### src/rtl/ex_muldiv_seq.sv
// rtl/ex_muldiv_seq.sv - iterative RV32M multiply/divide sequencer beside the EX-stage ALU
module ex_muldiv_seq #(
    parameter int WORD_SIZE = 32,
    parameter int CNT_W     = $clog2(WORD_SIZE) + 1
) (
    input  logic                 clk,
    input  logic                 rst,
    input  logic                 valid,
    input  logic [2:0]           op,
    input  logic [WORD_SIZE-1:0] rs1,
    input  logic [WORD_SIZE-1:0] rs2,
    input  logic                 flush,
    output logic                 stall,
    output logic [WORD_SIZE-1:0] result,
    output logic                 result_valid
);
    localparam int W2 = 2 * WORD_SIZE;

    typedef enum logic [1:0] {IDLE, MUL, DIV, DONE} state_t;

    state_t               state, state_nxt;
    logic                 accept;
    logic [CNT_W-1:0]     counter;
    logic [1:0]           op_q;
    logic                 sign_res, sign_rem;
    logic [WORD_SIZE-1:0] a_reg;   // multiplier, or dividend shifting into quotient
    logic [WORD_SIZE-1:0] rem;
    logic [W2-1:0]        b_reg;   // shifting multiplicand, or divisor in the low word
    logic [W2-1:0]        acc;

    logic                 signed_a, signed_b, neg_a, neg_b;
    logic [WORD_SIZE-1:0] mag_a, mag_b;
    logic                 div_zero, div_ovf;
    logic [WORD_SIZE-1:0] special_res;

    assign signed_a = (op == 3'b001) || (op == 3'b010) || (op == 3'b100) || (op == 3'b110);
    assign signed_b = (op == 3'b001) || (op == 3'b100) || (op == 3'b110);
    assign neg_a    = signed_a && rs1[WORD_SIZE-1];
    assign neg_b    = signed_b && rs2[WORD_SIZE-1];
    assign mag_a    = neg_a ? -rs1 : rs1;
    assign mag_b    = neg_b ? -rs2 : rs2;
    assign div_zero = op[2] && (rs2 == '0);
    assign div_ovf  = op[2] && !op[0] && (rs1 == {1'b1, {(WORD_SIZE-1){1'b0}}}) && (rs2 == '1);
    // On signed overflow the quotient equals the dividend, so rs1 serves both cases.
    assign special_res = div_zero ? (op[1] ? rs1 : '1) : (op[1] ? '0 : rs1);

    logic [W2-1:0]        acc_nxt, prod;
    logic [WORD_SIZE:0]   trial, diff;
    logic                 borrow;
    logic [WORD_SIZE-1:0] rem_nxt, q_nxt, quot, rem_fix;

    assign acc_nxt = a_reg[0] ? acc + b_reg : acc;
    assign prod    = sign_res ? -acc_nxt : acc_nxt;
    assign trial   = {rem, a_reg[WORD_SIZE-1]};
    assign diff    = trial - {1'b0, b_reg[WORD_SIZE-1:0]};
    assign borrow  = diff[WORD_SIZE];
    assign rem_nxt = borrow ? trial[WORD_SIZE-1:0] : diff[WORD_SIZE-1:0];
    assign q_nxt   = {a_reg[WORD_SIZE-2:0], !borrow};
    assign quot    = sign_res ? -q_nxt : q_nxt;
    assign rem_fix = sign_rem ? -rem_nxt : rem_nxt;

    always_ff @(posedge clk) begin
        if (rst) state <= IDLE;
        else     state <= state_nxt;
    end

    always_comb begin
        state_nxt    = state;
        stall        = 1'b0;
        result_valid = 1'b0;
        accept       = 1'b0;
        unique case (state)
            IDLE: begin
                if (valid && !flush) begin
                    stall  = 1'b1;
                    accept = 1'b1;
                    if (div_zero || div_ovf) state_nxt = DONE;
                    else if (op[2])          state_nxt = DIV;
                    else                     state_nxt = MUL;
                end
            end
            MUL, DIV: begin
                stall = !flush;
                if (flush)                          state_nxt = IDLE;
                else if (counter == CNT_W'(1))      state_nxt = DONE;
            end
            DONE: begin
                result_valid = !flush;
                state_nxt    = IDLE;
            end
            default: state_nxt = IDLE;
        endcase
    end

    always_ff @(posedge clk) begin
        if (rst) begin
            counter  <= '0;
            op_q     <= '0;
            sign_res <= 1'b0;
            sign_rem <= 1'b0;
            a_reg    <= '0;
            rem      <= '0;
            b_reg    <= '0;
            acc      <= '0;
            result   <= '0;
        end else begin
            case (state)
                IDLE: begin
                    if (accept) begin
                        op_q     <= op[1:0];
                        counter  <= CNT_W'(WORD_SIZE);
                        a_reg    <= op[2] ? mag_a : mag_b;
                        b_reg    <= {{WORD_SIZE{1'b0}}, (op[2] ? mag_b : mag_a)};
                        acc      <= '0;
                        rem      <= '0;
                        sign_res <= neg_a ^ neg_b;
                        sign_rem <= neg_a;
                        if (div_zero || div_ovf) result <= special_res;
                    end
                end
                MUL: begin
                    counter <= counter - CNT_W'(1);
                    acc     <= acc_nxt;
                    b_reg   <= b_reg << 1;
                    a_reg   <= a_reg >> 1;
                    if (counter == CNT_W'(1))
                        result <= (op_q == 2'b00) ? prod[WORD_SIZE-1:0] : prod[W2-1:WORD_SIZE];
                end
                DIV: begin
                    counter <= counter - CNT_W'(1);
                    rem     <= rem_nxt;
                    a_reg   <= q_nxt;
                    if (counter == CNT_W'(1))
                        result <= op_q[1] ? rem_fix : quot;
                end
                default: ;
            endcase
        end
    end
endmodule

### config.mk
export PLATFORM = sky130hd
export DESIGN_NAME = ex_muldiv_seq
export DESIGN_NICKNAME = d
export VERILOG_FILES = /design/src/rtl/ex_muldiv_seq.sv
export SDC_FILE = /design/constraint.sdc
export NUM_CORES = 1
export LEC_CHECK = 0
export ABC_CLOCK_PERIOD_IN_PS = 8600
export CAP_MARGIN = 40
export CORE_MARGIN = 2
export CORE_UTILIZATION = 45
export DETAILED_ROUTE_END_ITERATION = 16
export PLACE_DENSITY = 0.67
export SLEW_MARGIN = 20
export SYNTH_ARGS = -nofsm -noshare
export SYNTH_HDL_FRONTEND = slang
export SYNTH_SLANG_ARGS = --single-unit
### constraint.sdc
create_clock -name clk -period 8.6 [get_ports clk]
set_input_delay 0.86 -clock clk [delete_from_list [all_inputs] [get_ports clk]]
set_output_delay 0.86 -clock clk [all_outputs]
set_load 0.01 [all_outputs]
# == After elaboration in Yosys (flattened, before gate mapping) ==
# Index checks and enable logic that the tools add are counted.
# totals
ff_bits,236
in_bits,71
elab_cells,105
# op_classes
n_addsub,8
eq_ne,16
mux,39
bitwise,1
reduce_logical,31
# ops
operator,n
$mux W32,18
$mux W64,4
$pmux W64 S2,2
$pmux W32 S3,2
$neg A32 Y32,4
$add A64 B64 Y64,1
$eq A32 B32 Y1 const B,2
$neg A64 Y64,1
$pmux W32 S2,1
$sub A33 B32 Y33,1
$logic_not A32 Y1,1
$pmux W6 S2,1
$reduce_and A2 Y1,6
$mux W2,5
$ne A2 B2 Y1 const B,5
$logic_and A1 B1 Y1,7
$eq A3 B3 Y1 const B,2
$eq A6 B1 Y1 const B,1
$logic_or A1 B1 Y1,6
$mux W6,1
$pmux W2 S3,1
$reduce_bool A2 Y1,3
$sub A6 B1 Y6 const B,1
$reduce_and A5 Y1,1
other kinds (12),18

# == Logic depth before layout (Yosys ltp) ==
# depth
word_depth,9
depth_mapped,25
mapped_depth_nobuf,22

# == Least setup slack after synthesis ==
# Ideal clock, no wire load.
# synth_timing
kind,register -> register
startpoint,register a_reg[31]
endpoint,register result[30]
t_arrival_ps,5258
slack_ps,3207
path_stages_with_launch,26
path_buffers,3
period_less_slack_ps,5393
path_cell_list,dfxtp_1 -> inv_1 -> ha_1 -> inv_1 -> fa_1 -> a211oi_1 -> o211ai_1 -> a21oi_1 -> a21oi_1 -> nor3_1 -> nor2_2 -> inv_1 -> buf_2 -> clkbuf_1 -> clkbuf_1 -> nor2_1 -> a21oi_1 -> ha_1 -> nand3_1 -> mux2i_1 -> nand2_1 -> or3_1 -> o31ai_1 -> xnor2_1 -> a221oi_1 -> a211oi_1
# synth_via
elab_chain_len,7
# synth_rtl
element,line_no,rtl
from (decl),26,logic [WORD_SIZE-1:0] a_reg;
from (signal assigned),112,a_reg <= op[2] ? mag_a : mag_b;
from (signal assigned),125,a_reg <= a_reg >> 1;
from (signal assigned),132,a_reg <= q_nxt;
$sub A33 B32 Y33,55,"assign diff = trial - {1'b0, b_reg[WORD_SIZE-1:0]};"
$mux W32 or $logic_not A1 Y1 (tied branches),"57, 58",
$neg A32 Y32 (on tied branches),"60, 59",
$mux W32 (on tied branches),"60, 59",
$mux W32 (*),134,result <= op_q[1] ? rem_fix : quot;
$mux W32 (*),133,if (counter == CNT_W'(1))
$pmux W32 S3 (*),107,case (state)
to (signal assigned),118,if (div_zero || div_ovf) result <= special_res;
to (signal assigned),127,result <= (op_q == 2'b00) ? prod[WORD_SIZE-1:0] : prod[W2-1:WORD_SIZE];
to (signal assigned),134,
to (decl),14,"output logic [WORD_SIZE-1:0] result,"
# Mark *: on every way between the ends. The rest lies on a longest branch, timed or not. The select of a mux whose other input is x is not followed.
# A chain may end at the register's enable or synchronous reset.

# == Worst setup path after layout ==
# Same ends and word-level chain as after synthesis.

==> impl_metrics.yaml <==
layout:
  fillers: 5372
  drive_above_1_share: 0.05517
  nNetsFinal: 3605
  syn_to_final_growth_pct: 9.993
clocking:
  cts_buffers: 29
  ctsResizeCount: 0
  clkSinkCount: 236
  cts_root_buf: "clkbuf_16"
  cts_hold_buffers: 0
  path_clk_slew_ns: 0.07
  clkLatencyLatePin_ns: 0.63
  htreeDepth: 1
  cts_tree: "yes"
  post_cts_buffers: 0
  cts_max_path_buffers: 3
logic_synthesis:
  seq_area_frac_synth: 0.1950
  ys_seq_elements: 236
  synth-async-reset-ratio: 0
  synthFlopType: "dfxtp_1"
  yosysTopAreaCellShare: 0.1950
  synth_edf_count: 0
  yosysTopAreaCell: "dfxtp_1"
  syn_area_sq_um: 24230
  syn_nets: 3672
  synth_area_per_cell_sq_um: 6.942
  ys_warn_count: 0
  yosysUniqueCellTypes: 103
  netlist_instances: 3490
  synth_area_leaders: "dfxtp_1 (20%), nor2_1 (6.8%), a21oi_1 (6.6%), nand2_1 (6.1%), ha_1 (5.6%)"
drt:
  drc: 0
  drt_first_pass_iters: 6
  drt-total-wl_um: 98580
  drtIter0Drc: 3708
  wl_per_cell_um: 23.80
  num_vias: 27320
  via_per_inst: 6.597
  ant_nets: 0
global_route:
  grt_max_degree: 129
  grt_pass1_vias: 24330
  antenna_found_initial: 2
  grtUsageMet3: 0.06554
  grt_busiest_layer: "met2"
  met1_usage: 0.4580
  grt_first_pass_wirelength_um: 149100
  globalRouteMet2Util: 0.5067
  grtUsageTotal: 0.3398
  grt_overflow_total: 0
floorplan:
  core_sq_um: 53500
  die_h_um: 236.0
  num_io_pins: 105
  num_rows: 85
  initial_core_util: 0.4529
  die_x_um: 236.0
  die_area_sq_um: 55710
power_and_ir_drop:
  p_sw_uw: 3764
  pwr-share-seq: 0.220
  p_leak_uw: 0.009775
  peakVddDrop_mv: 0.3526
  combPwrFrac: 0.604
  p_per_area_nw_per_um2: 269.8
  p_int_uw: 3424
  pwr-share-clk: 0.176
  p_sw_frac: 0.5236
hold_path:
  min_to: "result[8]"
  holdPathStages: 2
  min_path_type: "flip-flop to flip-flop"
  min_from: "result[8]"
timing:
  setup_viol_count_final: 0
  hold_violations: 0
  worstMarginPinSlew_ns: 0.9403
  min_period_ns: 5.957
  slew_viol_final: 0
  skew_ns: 0.03530
  max_slew_margin: 0.3702
  tns_ns: 0
  post-route-period-util: 0.6927
  rsz0062_at_grt: "false"
  max_freq_mhz: 167.9
  hold_slack_ns: 0.4772
placed_design:
  io_buffers: 104
  dp_hpwl_um: 75450
  gp_congestion: 1.033
setup_path:
  startpoint_type: "flip-flop"
  critPathArrivalTime_ns: 6.45
  timing.rr.start: "a_reg[31]"
  r2r_cells: 22
  cp-end-kind: "flip-flop"
  cp_max_fo: 34
  path_class: "flip-flop to flip-flop"
  r2r-end: "result[30]"
  r2r_slack_ns: 2.64
  crit_required_ns: 9.10
status:
  outcome: "completed"
flow_run:
  maxCapViolCount: 0
## cell usage in the layout, fill, tap and decap left out, types with 34 or more instances in the layout
| cell type | Yosys | layout |
|---|---|---|
| nor2_1 | 440 | 440 |
| clkdlybuf4s50_1 | 0 | 102 |
| xor2_1 | 95 | 95 |
| a21o_1 | 47 | 47 |
| o211ai_1 | 65 | 65 |
| a31oi_1 | 41 | 41 |
| ha_1 | 109 | 106 |
| mux2i_1 | 76 | 76 |
| nor3_1 | 111 | 111 |
| xnor2_1 | 110 | 110 |
| nand2_1 | 396 | 396 |
| a21oi_1 | 318 | 318 |
| dfxtp_1 | 236 | 234 |
| nand3_1 | 56 | 56 |
| o21ai_0 | 217 | 215 |
| o31ai_1 | 35 | 35 |
| a22oi_1 | 118 | 118 |
| or3_1 | 45 | 45 |
| buf_4 | 4 | 40 |
| a211oi_1 | 88 | 87 |
| nand4_1 | 57 | 57 |
| inv_1 | 77 | 77 |
| nand2b_1 | 34 | 34 |
## synth_stat cells (all sizes together), types with 30 or more instances
library cell and count:
ha 109, dfxtp 236, inv 77, o21ai 226, nor4 31, nand4 59
clkbuf 196, xor2 95, o31ai 37, a21oi 321, xnor2 110, o211ai 66
a211oi 92, nor3 111, buf 58, a21o 48, nor2 441, nand2b 35
mux2i 76, nand2 398, nand3 56, and2 30, a22oi 118, or3 45
a31oi 41
## layer usage
layer / routed length (um) / up-vias / part of all wire
met5: 13 / - / 0.00013
met3: 10210 / 298 / 0.10
li1: - / 12760 / -
met2: 41230 / 1535 / 0.42
met4: 6285 / 2 / 0.064
met1: 40840 / 12730 / 0.41
## power groups by stage
stage / clock (uW) / combinational [uW] / sequential (uW)
6_report: 1270 / 4340 / 1580
5_1_grt: 1310 / 4620 / 1590
4_1_cts: 1270 / 4170 / 1560
3_5_place_dp: 0 / 4140 / 1580
3_3_place_gp: 0 / 4120 / 1590
2_1_floorplan: 0 / 2960 / 1420
## area by class of cell
type | count | area [sq um] | area share
Clock buffer | 42 | 844.6 | 0.03169
Tap cell | 696 | 870.8 | 0.03268
Timing Repair Buffer | 156 | 1533 | 0.05751
Antenna cell | 2 | 5.005 | 0.0001878
Clock inverter | 10 | 97.59 | 0.003662
Sequential cell | 236 | 4730 | 0.1775
Inverter | 79 | 296.5 | 0.01113
Multi-Input combinational cell | 2921 | 18270 | 0.6857
## worst max path at each step
| stage | startpoint | to | slack [ns] | cells after the start |
|---|---|---|---|---|
| floorplan | a_reg[31] | result[30] | 3.21 | 25 |
| global placement | b_reg[0] | result[30] | 2.81 | 21 |
| detailed placement | b_reg[0] | result[30] | 2.72 | 21 |
| CTS | a_reg[31] | result[30] | 2.70 | 22 |
| global route | a_reg[31] | result[30] | 2.14 | 22 |
| finish | a_reg[31] | result[30] | 2.64 | 22 |
## per-stage QoR
step | utilization | cell area [sq um] | setup slack, ns | cells | total power [uW]
final | 0.4982 | 26650 | 2.643 | 4142 | 7189
after global routing | 0.4981 | 26650 | 2.138 | 4141 | 7519
after CTS | 0.4958 | 26520 | 2.700 | 4134 | 7004
after detailed placement | 0.4782 | 25580 | 2.722 | 4082 | 5727
after global placement | 0.4766 | 25490 | 2.812 | 4074 | 5712
after floorplan | - | 24230 | 3.207 | 3490 | 4381
## cells by family after synthesis
family,count (synthesis),share of synthesized area
multiplexers,96,0.04069
adder cells (fa/ha/maj),111,0.05794
flip-flops,236,0.1950
AND/OR/NAND/NOR,1327,0.2554
buffers and inverters,333,0.05366
AO/OA/AOI/OAI,1182,0.3232
XOR/XNOR,205,0.07411
## worst max-delay path: stages (launching register included)
cell and delay [ns]:
dfxtp_1 0.35, inv_1 0.07, ha_1 0.16, inv_1 0.06, fa_1 0.46, a211oi_1 0.30, o211ai_1 0.15, a21oi_1 0.35
a21oi_1 0.15, o21a_1 0.30, nor2_4 0.42, inv_1 0.24, buf_4 0.31, a21oi_1 0.24, ha_1 0.27, nand3_1 0.09
mux2i_1 0.38, nand2_1 0.17, or3_1 0.52, o31ai_1 0.34, xnor2_1 0.11, a221oi_1 0.25, a211oi_1 0.11
(Power assumes the default switching activity.)
